===== src/rtl/skid_stage_reg_pkg.sv =====
// Shared constants and state encoding for the operand skid stage.
// The state encoding doubles as the occupancy count.
package skid_stage_reg_pkg;

  localparam int unsigned DEFAULT_WIDTH = 32;

  typedef enum logic [1:0] {
    ST_EMPTY = 2'd0,
    ST_ONE   = 2'd1,
    ST_FULL  = 2'd2
  } state_e;

endpackage


===== src/rtl/skid_stage_reg_if.sv =====
// Handshake bundle for skid_stage_reg: upstream beat in, downstream beat out, occupancy.
// The slave modport is the stage itself; the master modport is its surroundings.
interface skid_stage_reg_if
  import skid_stage_reg_pkg::*;
#(
  parameter int unsigned WIDTH    = DEFAULT_WIDTH,
  parameter int unsigned CHANNELS = 2
) ();

  logic                      in_valid;
  logic                      in_ready;
  logic [CHANNELS*WIDTH-1:0] in_data;
  logic                      out_valid;
  logic                      out_ready;
  logic [CHANNELS*WIDTH-1:0] out_data;
  logic [1:0]                occupancy;

  modport slave (
    input  in_valid, in_data, out_ready,
    output in_ready, out_valid, out_data, occupancy
  );

  modport master (
    output in_valid, in_data, out_ready,
    input  in_ready, out_valid, out_data, occupancy
  );

endinterface


===== src/rtl/skid_stage_reg.sv =====
// Two-entry skid buffer latching CHANNELS operand words per beat between regfile and ALU.
// in_ready and out_valid decode registered state only, so no input-to-output paths exist.
module skid_stage_reg
  import skid_stage_reg_pkg::*;
#(
  parameter int unsigned WIDTH    = DEFAULT_WIDTH,
  parameter int unsigned CHANNELS = 2
) (
  input  logic              clk,
  input  logic              rst,
  input  logic              flush,
  skid_stage_reg_if.slave   bus
);

  localparam int unsigned DW = CHANNELS * WIDTH;

  state_e          state, state_n;
  logic [DW-1:0]   main_q, skid_q;
  logic            push, pop;
  logic            load_main_in, load_main_skid, load_skid;

  assign bus.in_ready  = (state != ST_FULL);
  assign bus.out_valid = (state != ST_EMPTY);
  assign bus.out_data  = main_q;
  assign bus.occupancy = state;

  assign push = bus.in_valid  & bus.in_ready;
  assign pop  = bus.out_valid & bus.out_ready;

  always_comb begin
    state_n        = state;
    load_main_in   = 1'b0;
    load_main_skid = 1'b0;
    load_skid      = 1'b0;
    if (flush) begin
      // Flush drops held beats and any concurrent push; data registers are left alone.
      state_n = ST_EMPTY;
    end else begin
      unique case (state)
        ST_EMPTY: begin
          if (push) begin
            state_n      = ST_ONE;
            load_main_in = 1'b1;
          end
        end
        ST_ONE: begin
          if (push && pop) begin
            load_main_in = 1'b1;
          end else if (push) begin
            state_n   = ST_FULL;
            load_skid = 1'b1;
          end else if (pop) begin
            state_n = ST_EMPTY;
          end
        end
        ST_FULL: begin
          if (pop) begin
            state_n        = ST_ONE;
            load_main_skid = 1'b1;
          end
        end
        default: state_n = ST_EMPTY;
      endcase
    end
  end

  always_ff @(posedge clk) begin
    if (rst) begin
      state <= ST_EMPTY;
    end else begin
      state <= state_n;
    end
  end

  always_ff @(posedge clk) begin
    if (rst) begin
      main_q <= '0;
      skid_q <= '0;
    end else begin
      if (load_main_in) begin
        main_q <= bus.in_data;
      end else if (load_main_skid) begin
        main_q <= skid_q;
      end
      if (load_skid) begin
        skid_q <= bus.in_data;
      end
    end
  end

endmodule


===== src/flat_wrapper.sv =====
// flat-port wrapper written by rule: the top's interface ports become plain ports
module skid_stage_reg_flat import skid_stage_reg_pkg::*;
#(
  parameter int unsigned WIDTH    = DEFAULT_WIDTH,
  parameter int unsigned CHANNELS = 2
)
  (clk, rst, flush, bus_in_valid, bus_in_data, bus_out_ready, bus_in_ready, bus_out_valid, bus_out_data, bus_occupancy);
  skid_stage_reg_if #(.WIDTH(WIDTH), .CHANNELS(CHANNELS)) bus_i ();
  input  logic clk;
  input  logic rst;
  input  logic flush;
  input wire logic [$bits(bus_i.in_valid)-1:0] bus_in_valid;
  input wire logic [$bits(bus_i.in_data)-1:0] bus_in_data;
  input wire logic [$bits(bus_i.out_ready)-1:0] bus_out_ready;
  output wire logic [$bits(bus_i.in_ready)-1:0] bus_in_ready;
  output wire logic [$bits(bus_i.out_valid)-1:0] bus_out_valid;
  output wire logic [$bits(bus_i.out_data)-1:0] bus_out_data;
  output wire logic [$bits(bus_i.occupancy)-1:0] bus_occupancy;
  assign bus_i.in_valid = bus_in_valid;
  assign bus_i.in_data = bus_in_data;
  assign bus_i.out_ready = bus_out_ready;
  assign bus_in_ready = bus_i.in_ready;
  assign bus_out_valid = bus_i.out_valid;
  assign bus_out_data = bus_i.out_data;
  assign bus_occupancy = bus_i.occupancy;
  skid_stage_reg #(.WIDTH(WIDTH), .CHANNELS(CHANNELS)) u_core (.clk(clk), .rst(rst), .flush(flush), .bus(bus_i));
endmodule

===== config.mk =====
export PLATFORM = sky130hd
export DESIGN_NAME = skid_stage_reg_flat
export DESIGN_NICKNAME = d
export VERILOG_FILES = /design/src/rtl/skid_stage_reg_pkg.sv /design/src/rtl/skid_stage_reg_if.sv /design/src/rtl/skid_stage_reg.sv /design/src/flat_wrapper.sv
export SDC_FILE = /design/constraint.sdc
export NUM_CORES = 1
export LEC_CHECK = 0
export ABC_AREA = 1
export CORE_ASPECT_RATIO = 0.7
export CORE_UTILIZATION = 54
export DETAILED_ROUTE_END_ITERATION = 8
export GPL_TIMING_DRIVEN = 0
export PLACE_DENSITY = 0.9
export SYNTH_ARGS = -nofsm -noshare
export SYNTH_HDL_FRONTEND = slang
export SYNTH_SLANG_ARGS = --single-unit

===== constraint.sdc =====
create_clock -name clk -period 2.35 [get_ports clk]
set_input_delay 0.5875 -clock clk [delete_from_list [all_inputs] [get_ports clk]]
set_output_delay 0.5875 -clock clk [all_outputs]
set_load 0.005 [all_outputs]

==> results.cfg <==
[run_status]
run_status = completed

[worst_setup_path]
cp_data_required_time_ns = 1.76
r2r_cells = 6
setup.worst_path.class = flip-flop to output pin
slowest_stage = clkdlybuf4s50_1
critical_path_buf_inv_count = 2
r2r_start = u_core.bus.occupancy[1]
r2r_slack_ns = 0.71
path_cells = inv_1 -> nand2_1 -> clkdlybuf4s50_1
worst-path-max-fanout = 6
cp.arrival_ns = 1.58
end_kind = output pin
r2r_end = u_core.bus.out_data[27]
worst_setup_path_start_kind = flip-flop
crit_family = buffers and inverters
cp_slowest_stage_delay_ns = 0.50

[power]
pwr_density_cell_nw_per_um2 = 713
peakVddDrop_mv = 0.548
p_leak_nw = 3.47

[worst_hold_path]
min_from = u_core.bus.out_data[35]
hold_path_depth = 2
min_to = u_core.bus.out_data[35]
hold_path.class = flip-flop to flip-flop

[global_route]
grt_pass1_wl_mm = 29.3
antenna_found_initial = 0
first_global_vias = 5969
overflow = 0
grt_max_degree = 17
grt_usage_pct = 32.0

[logic_synthesis]
synthFlopType = dfxtp_1
syn_avg_cell_area_um2 = 6.85
yosysTopAreaCell = dfxtp_1
synthTopCellsByCount = nand2_1 (133), nand3_1 (132), nor2_1 (132)
synth.most_common_cell = nand2_1
synth_edf_count = 0
syn-instance-count = 876
yosysWarnings = 0
synth_area_leaders = dfxtp_1 (43%), nand3_1 (11%), nand2_1 (8.3%)
synthArstFlopShare_pct = 0
ys_types = 14
synth-seq-area-share_pct = 43.4
syn_nets = 945
synth-seq-cells = 130
synth_top_area_share_pct = 43.4
syn_area_um2 = 6000

[drt]
drc = 0
drt_wl_total_mm = 18.1
via_per_inst = 5.60
wl_per_cell_um = 15.2
drtIter0Drc = 662
num_vias = 6675
drtAntennaViolNets = 0
dr.pass1.iters = 5

[clocking]
clk_pin_slew_ns = 0.05
root_buffer = clkbuf_16
cts_tree = built
cts_made_buffers = 17
postCtsResizedCells = 0
hold_buffers = 0
post_cts.repair.setup_buffers = 0
clk_latency_ns = 0.42
numClockSinks = 130
cts_htree_levels = 4
clockBufferDepth = 2

[die]
rows = 31
die_h_um = 90.2
die_x_um = 128
io_pins = 137
dieArea_um2 = 11500
fp.coreArea_um2 = 10600
initial_core_util_pct = 56.7

[finish]
finish.utilization_pct = 77.1
multi_input_area_um2 = 2730
diodes = 0
area_growth_pct = 36.0
drive_above_1_share_pct = 9.20
final_nets = 1100
fillers = 808
regArea_um2 = 2600

[placement]
dp_hpwl_mm = 12.1
place.gp.congestion = 0.843
port_buffers = 136

[sta]
slew_headroom_pct = 56.0
rsz0062_at_grt = false
fmax_mhz = 461
finalMaxSlewViolations = 0
period_needed_ns = 2.17
hold_viol = 0
setup_tns_ns = 0
finalSetupViolations = 0
tightest_slew_ns = 0.659
clock_skew_ns = 0.00553
finalCritPeriodShare_pct = 92.4

[flow_run]
drv_cap = 0
area by class of cell:
| class | instances | share of cell area [%] |
|---|---|---|
| buffer | 81 | 4.95 |
| clock buffer | 20 | 5.60 |
| clock inverter | 12 | 1.92 |
| inverter | 71 | 3.27 |
| multi-input combinational | 594 | 33.4 |
| sequential | 130 | 31.9 |
| tap | 148 | 2.27 |
| timing repair buffer | 136 | 16.7 |
power breakdown:
part,internal [mW],leakage [nW],switching (mW),total (mW)
clock,1.73,0.289,1.00,2.73
sequential,2.30,1.06,0.0542,2.35
combinational,0.366,2.12,0.375,0.740
total,4.39,3.47,1.43,5.82
kinds of logic after synthesis:
group | synth area share, %
AND/OR/NAND/NOR | 34.7
AO/OA/AOI/OAI | 10.8
buffers and inverters | 11.2
flip-flops | 43.4
flip-flops by register name, indices dropped and copies added (netlist names):
name,cells
u_core.skid_q,64
u_core.bus.out_data,64
u_core.bus.occupancy,2
cell usage in the layout, fill, tap and decap left out:
master / instances
clkdlybuf4s50_1: 136
nand2_1: 133
nor2_1: 132
nand3_1: 132
dfxtp_1: 130
inv_1: 69
nand4_1: 65
a21oi_1: 65
o21ai_0: 64
buf_2: 44
clkbuf_1: 22
clkbuf_16: 17
buf_4: 10
clkbuf_2: 6
clkinvlp_4: 4
nor2_2: 3
bufinv_16: 3
inv_2: 2
clkinv_4: 2
clkinv_2: 2
clkbuf_8: 2
inv_6: 1
worst max-delay path by stage:
stage / start / end / slack (ns) / cells past startpoint
floorplan: bus_in_valid / u_core.skid_q[0] / 0.87 / 7
detailed placement: flush / u_core.bus.out_data[22] / 0.0007 / 7
finish: u_core.bus.occupancy[0] / bus_out_valid / 0.18 / 3
global placement: flush / u_core.bus.out_data[18] / 0.03 / 7
global route: u_core.bus.occupancy[0] / bus_out_valid / 0.09 / 3
CTS: u_core.bus.occupancy[0] / bus_out_valid / 0.19 / 3
per-layer routing:
metal | share of wire, % | routed length, um | global-route usage [%] | up-vias
met5 | 0 | 0 | 0 | -
met2 | 45 | 8230 | 50.0 | 345
met4 | 1.5 | 268 | 9.31 | 0
li1 | - | - | - | 3207
met3 | 9.2 | 1660 | 7.68 | 34
met1 | 44 | 7980 | 43.9 | 3089
through the flow:
stage	power (mW)	hold WS (ns)	instances	setup WS, ns	cell area (um^2)
5_1_grt	6.01	0.497	1192	0.0884	8160
6_report	5.82	0.481	1192	0.179	8160
2_1_floorplan	2.73	0.456	876	0.873	6000
3_5_place_dp	3.12	0.471	1160	0.000652	7550
3_3_place_gp	3.10	0.461	1160	0.0300	7550
4_1_cts	5.80	0.482	1192	0.190	8160
tightest hold or removal path: stages (launching register included):
cell and delay (ns):
dfxtp_1 0.31, nand3_1 0.07, a21oi_1 0.06
Power figures use the tool's default switching activity.
